--- src/rtl/arp_pkg.sv ---
// Shared ARP stream constants, receive FSM encoding and payload field unpacking.
package arp_pkg;

    localparam int          ARP_WORDS      = 7;
    localparam int          IDX_W          = $clog2(ARP_WORDS);
    localparam logic [15:0] ARP_OP_REQUEST = 16'd1;
    localparam logic [15:0] ARP_OP_REPLY   = 16'd2;

    // Word positions within the 28-byte payload, shared with arp_transm.
    localparam int W_TYPES   = 0;
    localparam int W_LEN_OP  = 1;
    localparam int W_SHA_HI  = 2;
    localparam int W_SHA_SPA = 3;
    localparam int W_SPA_THA = 4;
    localparam int W_THA_LO  = 5;
    localparam int W_TPA     = 6;

    typedef enum logic [1:0] {
        ST_IDLE,
        ST_RECV,
        ST_CHECK,
        ST_DRAIN
    } arp_state_e;

    typedef logic [ARP_WORDS-1:0][31:0] arp_words_t;

    typedef struct packed {
        logic [15:0] htype;
        logic [15:0] ptype;
        logic [7:0]  hlen;
        logic [7:0]  plen;
        logic [15:0] oper;
        logic [47:0] sha;
        logic [31:0] spa;
        logic [47:0] tha;
        logic [31:0] tpa;
    } arp_fields_t;

    function automatic arp_fields_t arp_unpack(input arp_words_t w);
        arp_fields_t f;
        f.htype = w[W_TYPES][31:16];
        f.ptype = w[W_TYPES][15:0];
        f.hlen  = w[W_LEN_OP][31:24];
        f.plen  = w[W_LEN_OP][23:16];
        f.oper  = w[W_LEN_OP][15:0];
        f.sha   = {w[W_SHA_HI], w[W_SHA_SPA][31:16]};
        f.spa   = {w[W_SHA_SPA][15:0], w[W_SPA_THA][31:16]};
        f.tha   = {w[W_SPA_THA][15:0], w[W_THA_LO]};
        f.tpa   = w[W_TPA];
        return f;
    endfunction

endpackage

--- src/rtl/arp_recv_if.sv ---
// Bus bundle for arp_recv: ARP word stream in, decoded fields and result strobes out.
// The ARP_IP_FILTER_EN build adds nothing here; local_ip_addr is a plain port on arp_recv.
interface arp_recv_if;
    logic [31:0] input_receive;
    logic        input_valid;
    logic [15:0] hdr_type;
    logic [15:0] proto_type;
    logic [15:0] operation;
    logic [47:0] send_hdr_addr;
    logic [31:0] send_ip_addr;
    logic [47:0] target_hdr_addr;
    logic [31:0] target_ip_addr;
    logic        is_request;
    logic        pkt_valid;
    logic        pkt_error;
    logic        busy;

    modport master (
        output input_receive, input_valid,
        input  hdr_type, proto_type, operation, send_hdr_addr, send_ip_addr,
               target_hdr_addr, target_ip_addr, is_request, pkt_valid, pkt_error, busy
    );

    modport slave (
        input  input_receive, input_valid,
        output hdr_type, proto_type, operation, send_hdr_addr, send_ip_addr,
               target_hdr_addr, target_ip_addr, is_request, pkt_valid, pkt_error, busy
    );
endinterface

--- src/rtl/arp_word_sreg.sv ---
// Seven-word capture register for the ARP payload, written at an explicit word index.
module arp_word_sreg
    import arp_pkg::*;
(
    input  logic             clk,
    input  logic             wr_en_i,
    input  logic [IDX_W-1:0] wr_idx_i,
    input  logic [31:0]      wr_data_i,
    output arp_words_t       words_o
);

    arp_words_t words_q;

    // NOTE: payload storage has no reset; every word is rewritten before CHECK reads it.
    always_ff @(posedge clk) begin
        if (wr_en_i) begin
            words_q[wr_idx_i] <= wr_data_i;
        end
    end

    assign words_o = words_q;

endmodule

--- src/rtl/arp_recv.sv ---
// ARP receiver: collects 7 stream words, checks the fixed header, publishes fields with a result strobe.
// Defining ARP_IP_FILTER_EN adds local_ip_addr and silently drops packets addressed to another IP.
module arp_recv
    import arp_pkg::*;
#(
    parameter logic [15:0] EXP_HDR_TYPE   = 16'h0001,
    parameter logic [15:0] EXP_PROTO_TYPE = 16'h0800,
    parameter logic [7:0]  EXP_HLEN       = 8'd6,
    parameter logic [7:0]  EXP_PLEN       = 8'd4
) (
    input  logic        clk,
    input  logic        rst,
`ifdef ARP_IP_FILTER_EN
    input  logic [31:0] local_ip_addr,
`endif
    arp_recv_if.slave   bus
);

    arp_state_e       state_q, state_d;
    logic [IDX_W-1:0] cnt_q, cnt_d;
    arp_fields_t      fields_q, fields_d, rx;
    logic             pkt_valid_q, pkt_valid_d;
    logic             pkt_error_q, pkt_error_d;
    logic             is_request_q, is_request_d;
    logic             wr_en;
    logic [IDX_W-1:0] wr_idx;
    arp_words_t       words;
    logic             hdr_ok, op_ok, ip_ok;

    arp_word_sreg u_sreg (
        .clk       (clk),
        .wr_en_i   (wr_en),
        .wr_idx_i  (wr_idx),
        .wr_data_i (bus.input_receive),
        .words_o   (words)
    );

    assign rx     = arp_unpack(words);
    assign hdr_ok = (rx.htype == EXP_HDR_TYPE) && (rx.ptype == EXP_PROTO_TYPE) &&
                    (rx.hlen == EXP_HLEN) && (rx.plen == EXP_PLEN);
    assign op_ok  = (rx.oper == ARP_OP_REQUEST) || (rx.oper == ARP_OP_REPLY);
`ifdef ARP_IP_FILTER_EN
    assign ip_ok  = (rx.tpa == local_ip_addr);
`else
    assign ip_ok  = 1'b1;
`endif

    always_comb begin
        // NOTE: every output of this block gets a default first, so no path can infer a latch.
        state_d      = state_q;
        cnt_d        = cnt_q;
        fields_d     = fields_q;
        pkt_valid_d  = 1'b0;
        pkt_error_d  = 1'b0;
        is_request_d = 1'b0;
        wr_en        = 1'b0;
        wr_idx       = cnt_q;

        unique case (state_q)
            ST_IDLE: begin
                if (bus.input_valid) begin
                    wr_en   = 1'b1;
                    wr_idx  = '0;
                    cnt_d   = IDX_W'(1);
                    state_d = ST_RECV;
                end
            end
            ST_RECV: begin
                if (bus.input_valid) begin
                    wr_en = 1'b1;
                    if (cnt_q == IDX_W'(ARP_WORDS - 1)) begin
                        cnt_d   = '0;
                        state_d = ST_CHECK;
                    end else begin
                        cnt_d = cnt_q + 1'b1;
                    end
                end else begin
                    // Truncated packet: flag it, keep the previously published fields.
                    pkt_error_d = 1'b1;
                    cnt_d       = '0;
                    state_d     = ST_IDLE;
                end
            end
            ST_CHECK: begin
                if (!(hdr_ok && op_ok)) begin
                    fields_d    = rx;
                    pkt_error_d = 1'b1;
                end else if (ip_ok) begin
                    fields_d     = rx;
                    pkt_valid_d  = 1'b1;
                    is_request_d = (rx.oper == ARP_OP_REQUEST);
                end
                state_d = bus.input_valid ? ST_DRAIN : ST_IDLE;
            end
            ST_DRAIN: begin
                if (!bus.input_valid) begin
                    pkt_error_d = 1'b1;
                    state_d     = ST_IDLE;
                end
            end
            default: state_d = ST_IDLE;
        endcase
    end

    // NOTE: sequential state is updated with non-blocking assignments only.
    always_ff @(posedge clk or posedge rst) begin
        if (rst) begin
            state_q      <= ST_IDLE;
            cnt_q        <= '0;
            fields_q     <= '0;
            pkt_valid_q  <= 1'b0;
            pkt_error_q  <= 1'b0;
            is_request_q <= 1'b0;
        end else begin
            state_q      <= state_d;
            cnt_q        <= cnt_d;
            fields_q     <= fields_d;
            pkt_valid_q  <= pkt_valid_d;
            pkt_error_q  <= pkt_error_d;
            is_request_q <= is_request_d;
        end
    end

    assign bus.hdr_type        = fields_q.htype;
    assign bus.proto_type      = fields_q.ptype;
    assign bus.operation       = fields_q.oper;
    assign bus.send_hdr_addr   = fields_q.sha;
    assign bus.send_ip_addr    = fields_q.spa;
    assign bus.target_hdr_addr = fields_q.tha;
    assign bus.target_ip_addr  = fields_q.tpa;
    assign bus.is_request      = is_request_q;
    assign bus.pkt_valid       = pkt_valid_q;
    assign bus.pkt_error       = pkt_error_q;
    assign bus.busy            = (state_q != ST_IDLE);

endmodule

--- src/flat_wrapper.sv ---
// flat-port wrapper written by rule: the top's interface ports become plain ports
module arp_recv_flat import arp_pkg::*;
#(
    parameter logic [15:0] EXP_HDR_TYPE   = 16'h0001,
    parameter logic [15:0] EXP_PROTO_TYPE = 16'h0800,
    parameter logic [7:0]  EXP_HLEN       = 8'd6,
    parameter logic [7:0]  EXP_PLEN       = 8'd4
)
  (clk, rst, bus_input_receive, bus_input_valid, bus_hdr_type, bus_proto_type, bus_operation, bus_send_hdr_addr, bus_send_ip_addr, bus_target_hdr_addr, bus_target_ip_addr, bus_is_request, bus_pkt_valid, bus_pkt_error, bus_busy);
  arp_recv_if bus_i ();
  input  logic clk;
  input  logic rst;
  input wire logic [$bits(bus_i.input_receive)-1:0] bus_input_receive;
  input wire logic [$bits(bus_i.input_valid)-1:0] bus_input_valid;
  output wire logic [$bits(bus_i.hdr_type)-1:0] bus_hdr_type;
  output wire logic [$bits(bus_i.proto_type)-1:0] bus_proto_type;
  output wire logic [$bits(bus_i.operation)-1:0] bus_operation;
  output wire logic [$bits(bus_i.send_hdr_addr)-1:0] bus_send_hdr_addr;
  output wire logic [$bits(bus_i.send_ip_addr)-1:0] bus_send_ip_addr;
  output wire logic [$bits(bus_i.target_hdr_addr)-1:0] bus_target_hdr_addr;
  output wire logic [$bits(bus_i.target_ip_addr)-1:0] bus_target_ip_addr;
  output wire logic [$bits(bus_i.is_request)-1:0] bus_is_request;
  output wire logic [$bits(bus_i.pkt_valid)-1:0] bus_pkt_valid;
  output wire logic [$bits(bus_i.pkt_error)-1:0] bus_pkt_error;
  output wire logic [$bits(bus_i.busy)-1:0] bus_busy;
  assign bus_i.input_receive = bus_input_receive;
  assign bus_i.input_valid = bus_input_valid;
  assign bus_hdr_type = bus_i.hdr_type;
  assign bus_proto_type = bus_i.proto_type;
  assign bus_operation = bus_i.operation;
  assign bus_send_hdr_addr = bus_i.send_hdr_addr;
  assign bus_send_ip_addr = bus_i.send_ip_addr;
  assign bus_target_hdr_addr = bus_i.target_hdr_addr;
  assign bus_target_ip_addr = bus_i.target_ip_addr;
  assign bus_is_request = bus_i.is_request;
  assign bus_pkt_valid = bus_i.pkt_valid;
  assign bus_pkt_error = bus_i.pkt_error;
  assign bus_busy = bus_i.busy;
  arp_recv #(.EXP_HDR_TYPE(EXP_HDR_TYPE), .EXP_PROTO_TYPE(EXP_PROTO_TYPE), .EXP_HLEN(EXP_HLEN), .EXP_PLEN(EXP_PLEN)) u_core (.clk(clk), .rst(rst), .bus(bus_i));
endmodule
--- config.mk ---
export PLATFORM = sky130hd
export DESIGN_NAME = arp_recv_flat
export DESIGN_NICKNAME = d
export VERILOG_FILES = /design/src/rtl/arp_pkg.sv /design/src/rtl/arp_recv_if.sv /design/src/rtl/arp_word_sreg.sv /design/src/rtl/arp_recv.sv /design/src/flat_wrapper.sv
export SDC_FILE = /design/constraint.sdc
export NUM_CORES = 1
export LEC_CHECK = 0
export ABC_AREA = 0
export CAP_MARGIN = 0
export CORE_MARGIN = 4
export CORE_UTILIZATION = 45
export CTS_CLUSTER_DIAMETER = 40
export DETAILED_ROUTE_END_ITERATION = 7
export PLACE_DENSITY = 0.69
export SLEW_MARGIN = 30
export SYNTH_ARGS = -nofsm -noshare
export SYNTH_HDL_FRONTEND = slang
export SYNTH_SLANG_ARGS = --single-unit
--- constraint.sdc ---
create_clock -name clk -period 9.7 [get_ports clk]
set_input_delay 0.97 -clock clk [delete_from_list [all_inputs] [get_ports clk]]
set_output_delay 0.97 -clock clk [all_outputs]
set_load 0.01 [all_outputs]
==> results.toml, run 1 <==
[run_status]
outcome = "finished, final reports clean"

[detailed_routing]
drt_wl_total_um = 37100
drt-initial-drc-count = 619
dr.pass1.iters = 4
drtAntennaViolNets = 0
remaining_drc_errors = 0
wire_per_inst_um = 19.3
viasPerCell = 4.95
num_vias = 9527

[logic_synthesis]
synth-seq-cells = 440
synth_cell_type_count = 29
syn_inst = 1176
seq_area_frac_synth_pct = 80.5
syn_area_mm2 = 0.0151
synth_nets = 1211
synth_warnings = 0
syn_avg_cell_area_um2 = 12.8

[die]
io_pins = 247
fp.dieArea_mm2 = 0.0365
die_y_um = 191
core-area_mm2 = 0.0328
die_w_um = 191
initial_core_util_pct = 45.9
rows = 66

[place]
portBuffers = 246
dp_hpwl_um = 22800
dp_cells = 1827
globalplace.congestion = 0.805

[finish]
syn_to_final_growth_pct = 32.1
num-nets-final = 1474
final_common_cell = "nand2_1"
final_core_util_pct = 60.7
stdcell_count = 1924
final_cell_mix = "627 x nand2_1, 246 x clkdlybuf4s50_1, 224 x edfxtp_1"
drive_above_1_share_pct = 7.76
antennaDiodeCount = 0

[timing]
rsz0062_at_grt = "no"
setup_tns_ns = 0
period_needed_ns = 3.07
maxSlewViolCount = 0
clock.fmax_mhz = 325
relSlewSlack_pct = 37.1
worstMarginPinSlew_ns = 0.944
clock_skew_ns = 0.0218
final-hold-violation-count = 0
finalCritPeriodShare_pct = 31.7
setup_viol = 0

[setup_path]
worstPathArrival_ns = 3.29
path_max_fanout = 22
crit_type = "in2reg"
crit_required_ns = 9.91
worstSetupStartpointType = "input port"
cp-end-kind = "register"

[cts]
cts.sinks = 440
clk_latency_ns = 0.56
clkTransAtPathRegs_ns = 0.06
ctsResizeCount = 0
cts-htree-levels = 2
tritoncts = "built"
clockBufferDepth = 3
cts_hold_buffers = 0
cts_made_buffers = 51
post-cts-setup-buffers = 0
root_buffer = "clkbuf_16"

[global_route]
grt_first_pass_wirelength_um = 57400
grt_pass1_vias = 9736
grt-ovfl-total = 0
grt_max_degree = 137
track_usage_pct = 20.5
grt_antenna_before_repair = 0

[pwr]
ir_drop_mv = 0.130
power_density_mw_per_mm2 = 214
cellLeakagePower_nw = 8.70

[job]
cap_violations = 0

[min_path]
hold_class = "reg2reg"
==> state kept, by name, indices dropped and copies added, names as in the netlist, 2 cells and up <==
signal,flops
u_core.bus.hdr_type,16
u_core.bus.operation,16
u_core.bus.proto_type,16
u_core.bus.send_hdr_addr,48
u_core.bus.send_ip_addr,32
u_core.bus.target_hdr_addr,48
u_core.bus.target_ip_addr,32
u_core.cnt_q,3
u_core.state_q,2
u_core.u_sreg.words_o,224
==> area by class of cell <==
| type | count | area (um2) |
|---|---|---|
| fillers | 2566 | 12900 |
| flip-flops and latches | 440 | 12100 |
| multi-input cells | 684 | 2770 |
| repair buffers | 260 | 2640 |
| clock buffers | 64 | 1400 |
| well taps | 442 | 553 |
| clock inverters | 32 | 394 |
| inverters | 2 | 20.0 |
==> synth_stat cells <==
cell type	count	area, um2
nand2_1	627	2350
edfxtp_1	224	6730
dfrtp_1	216	5410
clkbuf_1	35	131
buf_2	12	60.1
nor4_1	12	75.1
nor2_1	6	22.5
nor4b_1	5	43.8
nand2b_1	4	25.0
nand4_1	4	25.0
o21ai_0	4	20.0
buf_1	3	11.3
nor2b_1	3	18.8
a21oi_1	2	10.0
inv_1	2	7.51
nor3_1	2	10.0
nor3b_1	2	15.0
o21a_1	2	15.0
a21boi_0	1	7.51
and2_1	1	6.26
and3_1	1	6.26
nand3_1	1	5.00
nor4bb_1	1	10.0
o21bai_1	1	7.51
o31ai_1	1	7.51
o32a_1	1	10.0
or2_2	1	6.26
or4_4	1	11.3
xnor2_1	1	8.76
==> report_power, final <==
| part | internal (mW) | total, mW | switching [mW] |
|---|---|---|---|
| clock network | 1.20 | 1.98 | 0.780 |
| registers | 2.03 | 2.07 | 0.0356 |
| logic | 0.0897 | 0.203 | 0.113 |
==> path summary, 6_finish.rpt <==
kind,to,startpoint,cells after the start,slack (ns)
min,u_core.bus.target_hdr_addr[13],u_core.u_sreg.words_o[173],2,0.43
min in group asynchronous,u_core.bus.send_hdr_addr[36],rst,2,0.95
max reg2reg,u_core.u_sreg.words_o[187],u_core.state_q[1],4,7.20
min reg2reg,u_core.bus.target_hdr_addr[13],u_core.u_sreg.words_o[173],2,0.43
max in group asynchronous,u_core.bus.hdr_type[1],rst,3,7.42
max,u_core.u_sreg.words_o[187],bus_input_valid,5,6.63
==> cells by family after synthesis <==
logic type | share of synthesized area, %
xor+xnor | 0.0582
flops | 80.5
compound gates | 0.515
simple gates | 17.5
buf+inv | 1.40
==> layer usage <==
| metal | GRT usage [%] | share of wire (%) | up-vias | routed length, um |
|---|---|---|---|---|
| met5 | 0 | 0 | - | 0 |
| met4 | 4.56 | 1.8 | 0 | 665 |
| met3 | 5.42 | 7.6 | 46 | 2810 |
| met2 | 32.0 | 47 | 313 | 17300 |
| met1 | 29.4 | 44 | 4786 | 16300 |
| li1 | - | - | 4382 | - |
==> critical path: stages <==
cell,delay [ns]
clkdlybuf4s50_1,0.61
nor2b_1,0.24
nand3_1,0.22
nor3b_2,0.76
buf_4,0.46
==> per-stage QoR <==
stage	power, mW	setup WS (ns)	cell area (um2)	hold WS [ns]
after floorplan	2.17	2.82	15100	0.415
after global placement	2.30	6.09	18000	0.418
after detailed placement	2.31	6.04	18100	0.422
after CTS	4.29	6.60	19900	0.437
after global routing	4.39	6.37	19900	0.444
final	4.25	6.63	19900	0.430
Power figures use the tool's default switching activity.
==> inputs of run 2 (changes only) <==
--- a/config.mk
+++ b/config.mk
@@ -11,7 +11,7 @@
 export CORE_UTILIZATION = 45
 export CTS_CLUSTER_DIAMETER = 40
 export DETAILED_ROUTE_END_ITERATION = 7
-export PLACE_DENSITY = 0.69
+export PLACE_DENSITY = 0.72
 export SLEW_MARGIN = 30
 export SYNTH_ARGS = -nofsm -noshare
 export SYNTH_HDL_FRONTEND = slang
==> constraint.sdc (replaced) <==
create_clock -name clk -period 2.5 [get_ports clk]
set_input_delay 0.25 -clock clk [delete_from_list [all_inputs] [get_ports clk]]
set_output_delay 0.25 -clock clk [all_outputs]
set_load 0.01 [all_outputs]
==> results.toml, run 2 (synthesized netlist as in run 1, its figures left out) <==
[run_status]
outcome = "finished, final reports clean"

[place]
portBuffers = 246
place_ws_ns = 0.366
dp_cells = 1840
dp_hpwl_um = 24200
globalplace.congestion = 0.808

[timing]
worstMarginPinSlew_ns = 0.629
period_needed_ns = 2.18
setup_tns_ns = 0
finalCritPeriodShare_pct = 87.1
setup_viol = 0
maxSlewViolCount = 0
rsz0062_at_grt = "no"
postLayoutSetupSlackWorst_ns = 0.321
clock_skew_ns = 0.0191
relSlewSlack_pct = 57.9
clock.fmax_mhz = 459
final-hold-violation-count = 0

[setup_path]
path_max_fanout = 12
cp-end-kind = "primary output"
worstPathArrival_ns = 1.93
crit_required_ns = 2.25
worstSetupStartpointType = "register"
reg2reg_depth = 3
crit_type = "reg2out"

[die]
die_w_um = 191
fp.dieArea_mm2 = 0.0365
core-area_mm2 = 0.0328
rows = 66
die_y_um = 191
initial_core_util_pct = 45.9
io_pins = 247

[global_route]
grt_antenna_before_repair = 0
grt_first_pass_wirelength_um = 57200
track_usage_pct = 20.6
grt-ovfl-total = 0
grt_max_degree = 108
grt_pass1_vias = 9773

[cts]
ctsResizeCount = 0
cts_made_buffers = 49
root_buffer = "clkbuf_16"
cts-htree-levels = 2
clockBufferDepth = 3
post-cts-setup-buffers = 0
cts_hold_buffers = 0
clk_latency_ns = 0.55
tritoncts = "built"
clkTransAtPathRegs_ns = 0.06
cts.sinks = 440

[pwr]
ir_drop_mv = 0.564
p_comb_share_pct = 5.2
pwr-share-seq_pct = 50.0
switching_share_pct = 21.6
internal-power_mw = 12.6
p_sw_mw = 3.46
clkPwrFrac_pct = 44.8
power_density_mw_per_mm2 = 803
cellLeakagePower_nw = 8.70

[finish]
final_cell_mix = "627 x nand2_1, 246 x clkdlybuf4s50_1, 224 x edfxtp_1"
num-nets-final = 1484
final_common_cell = "nand2_1"
largest_reg_flops = 224
syn_to_final_growth_pct = 32.4
drive_above_1_share_pct = 7.79
antennaDiodeCount = 0
stdcell_count = 1932

[detailed_routing]
drtAntennaViolNets = 0
viasPerCell = 4.93
dr.pass1.iters = 5
num_vias = 9527
wire_per_inst_um = 19.4
remaining_drc_errors = 0
drt_wl_total_um = 37400
drt-initial-drc-count = 588

[min_path]
hold_class = "in2async"

[job]
cap_violations = 0
## run 2: cell count changes in the layout (fill, tap and decap cells not counted), moves of 2 or more
cell        change
clkinv_1        +5
clkbuf_1        +2
bufinv_16       -2
buf_6           -2
clkinvlp_4      +2
clkinv_8        -2
buf_12          +8
buf_4           +8
inv_6           -2
buf_8           -2
clkinv_2        -2
## run 2: layer usage
metal / vias up / track usage [%] / routed length, um
met3: 57 / 6.14 / 3330
li1: 4400 / - / -
met2: 328 / 33.1 / 17800
met4: 0 / 4.83 / 670
met5: - / 0 / 0
met1: 4742 / 28.0 / 15700
## run 2: power groups by stage
stage	Combinational, mW	Sequential, mW	Clock (mW)
after global routing	0.903	8.04	7.63
after detailed placement	0.843	8.15	0
after floorplan	0.237	8.18	0
after CTS	0.848	8.01	7.30
after global placement	0.828	8.14	0
final	0.827	8.01	7.17
## run 2: worst max-delay path, stage by stage (launching register included)
cell and delay (ns):
dfrtp_1 0.52, or2_2 0.37, clkdlybuf4s50_1 0.49
## run 2: layout make-up
cell class	count	area [um2]
fill	2549	12800
sequential	440	12100
timing repair buffer	272	2810
multi-input combinational	684	2790
clock buffer	64	1370
tap	442	553
clock inverter	28	290
inverter	2	11.3
## run 2: path summary, 6_finish.rpt
| path | startpoint | endpoint | slack [ns] |
|---|---|---|---|
| setup / recovery | u_core.state_q[0] | bus_busy | 0.32 |
| hold / removal | rst | u_core.bus.send_hdr_addr[32] | 0.14 |
| setup reg to reg | u_core.state_q[0] | u_core.u_sreg.words_o[197] | 0.39 |
| hold reg to reg | u_core.u_sreg.words_o[95] | u_core.bus.send_hdr_addr[47] | 0.43 |
| max in group asynchronous | rst | u_core.bus.proto_type[1] | 1.77 |
| min in group clk | u_core.u_sreg.words_o[95] | u_core.bus.send_hdr_addr[47] | 0.43 |
## run 2: metrics by stage
step / power (mW) / utilization, % / cell area (um2) / hold WS [ns]
floorplan: 8.42 / - / 15100 / 0.349
global placement: 8.97 / 55.8 / 18300 / 0.419
detailed placement: 8.99 / 55.8 / 18300 / 0.421
CTS: 16.2 / 60.9 / 19900 / 0.126
global route: 16.6 / 60.9 / 19900 / 0.152
finish: 16.0 / 60.9 / 19900 / 0.142
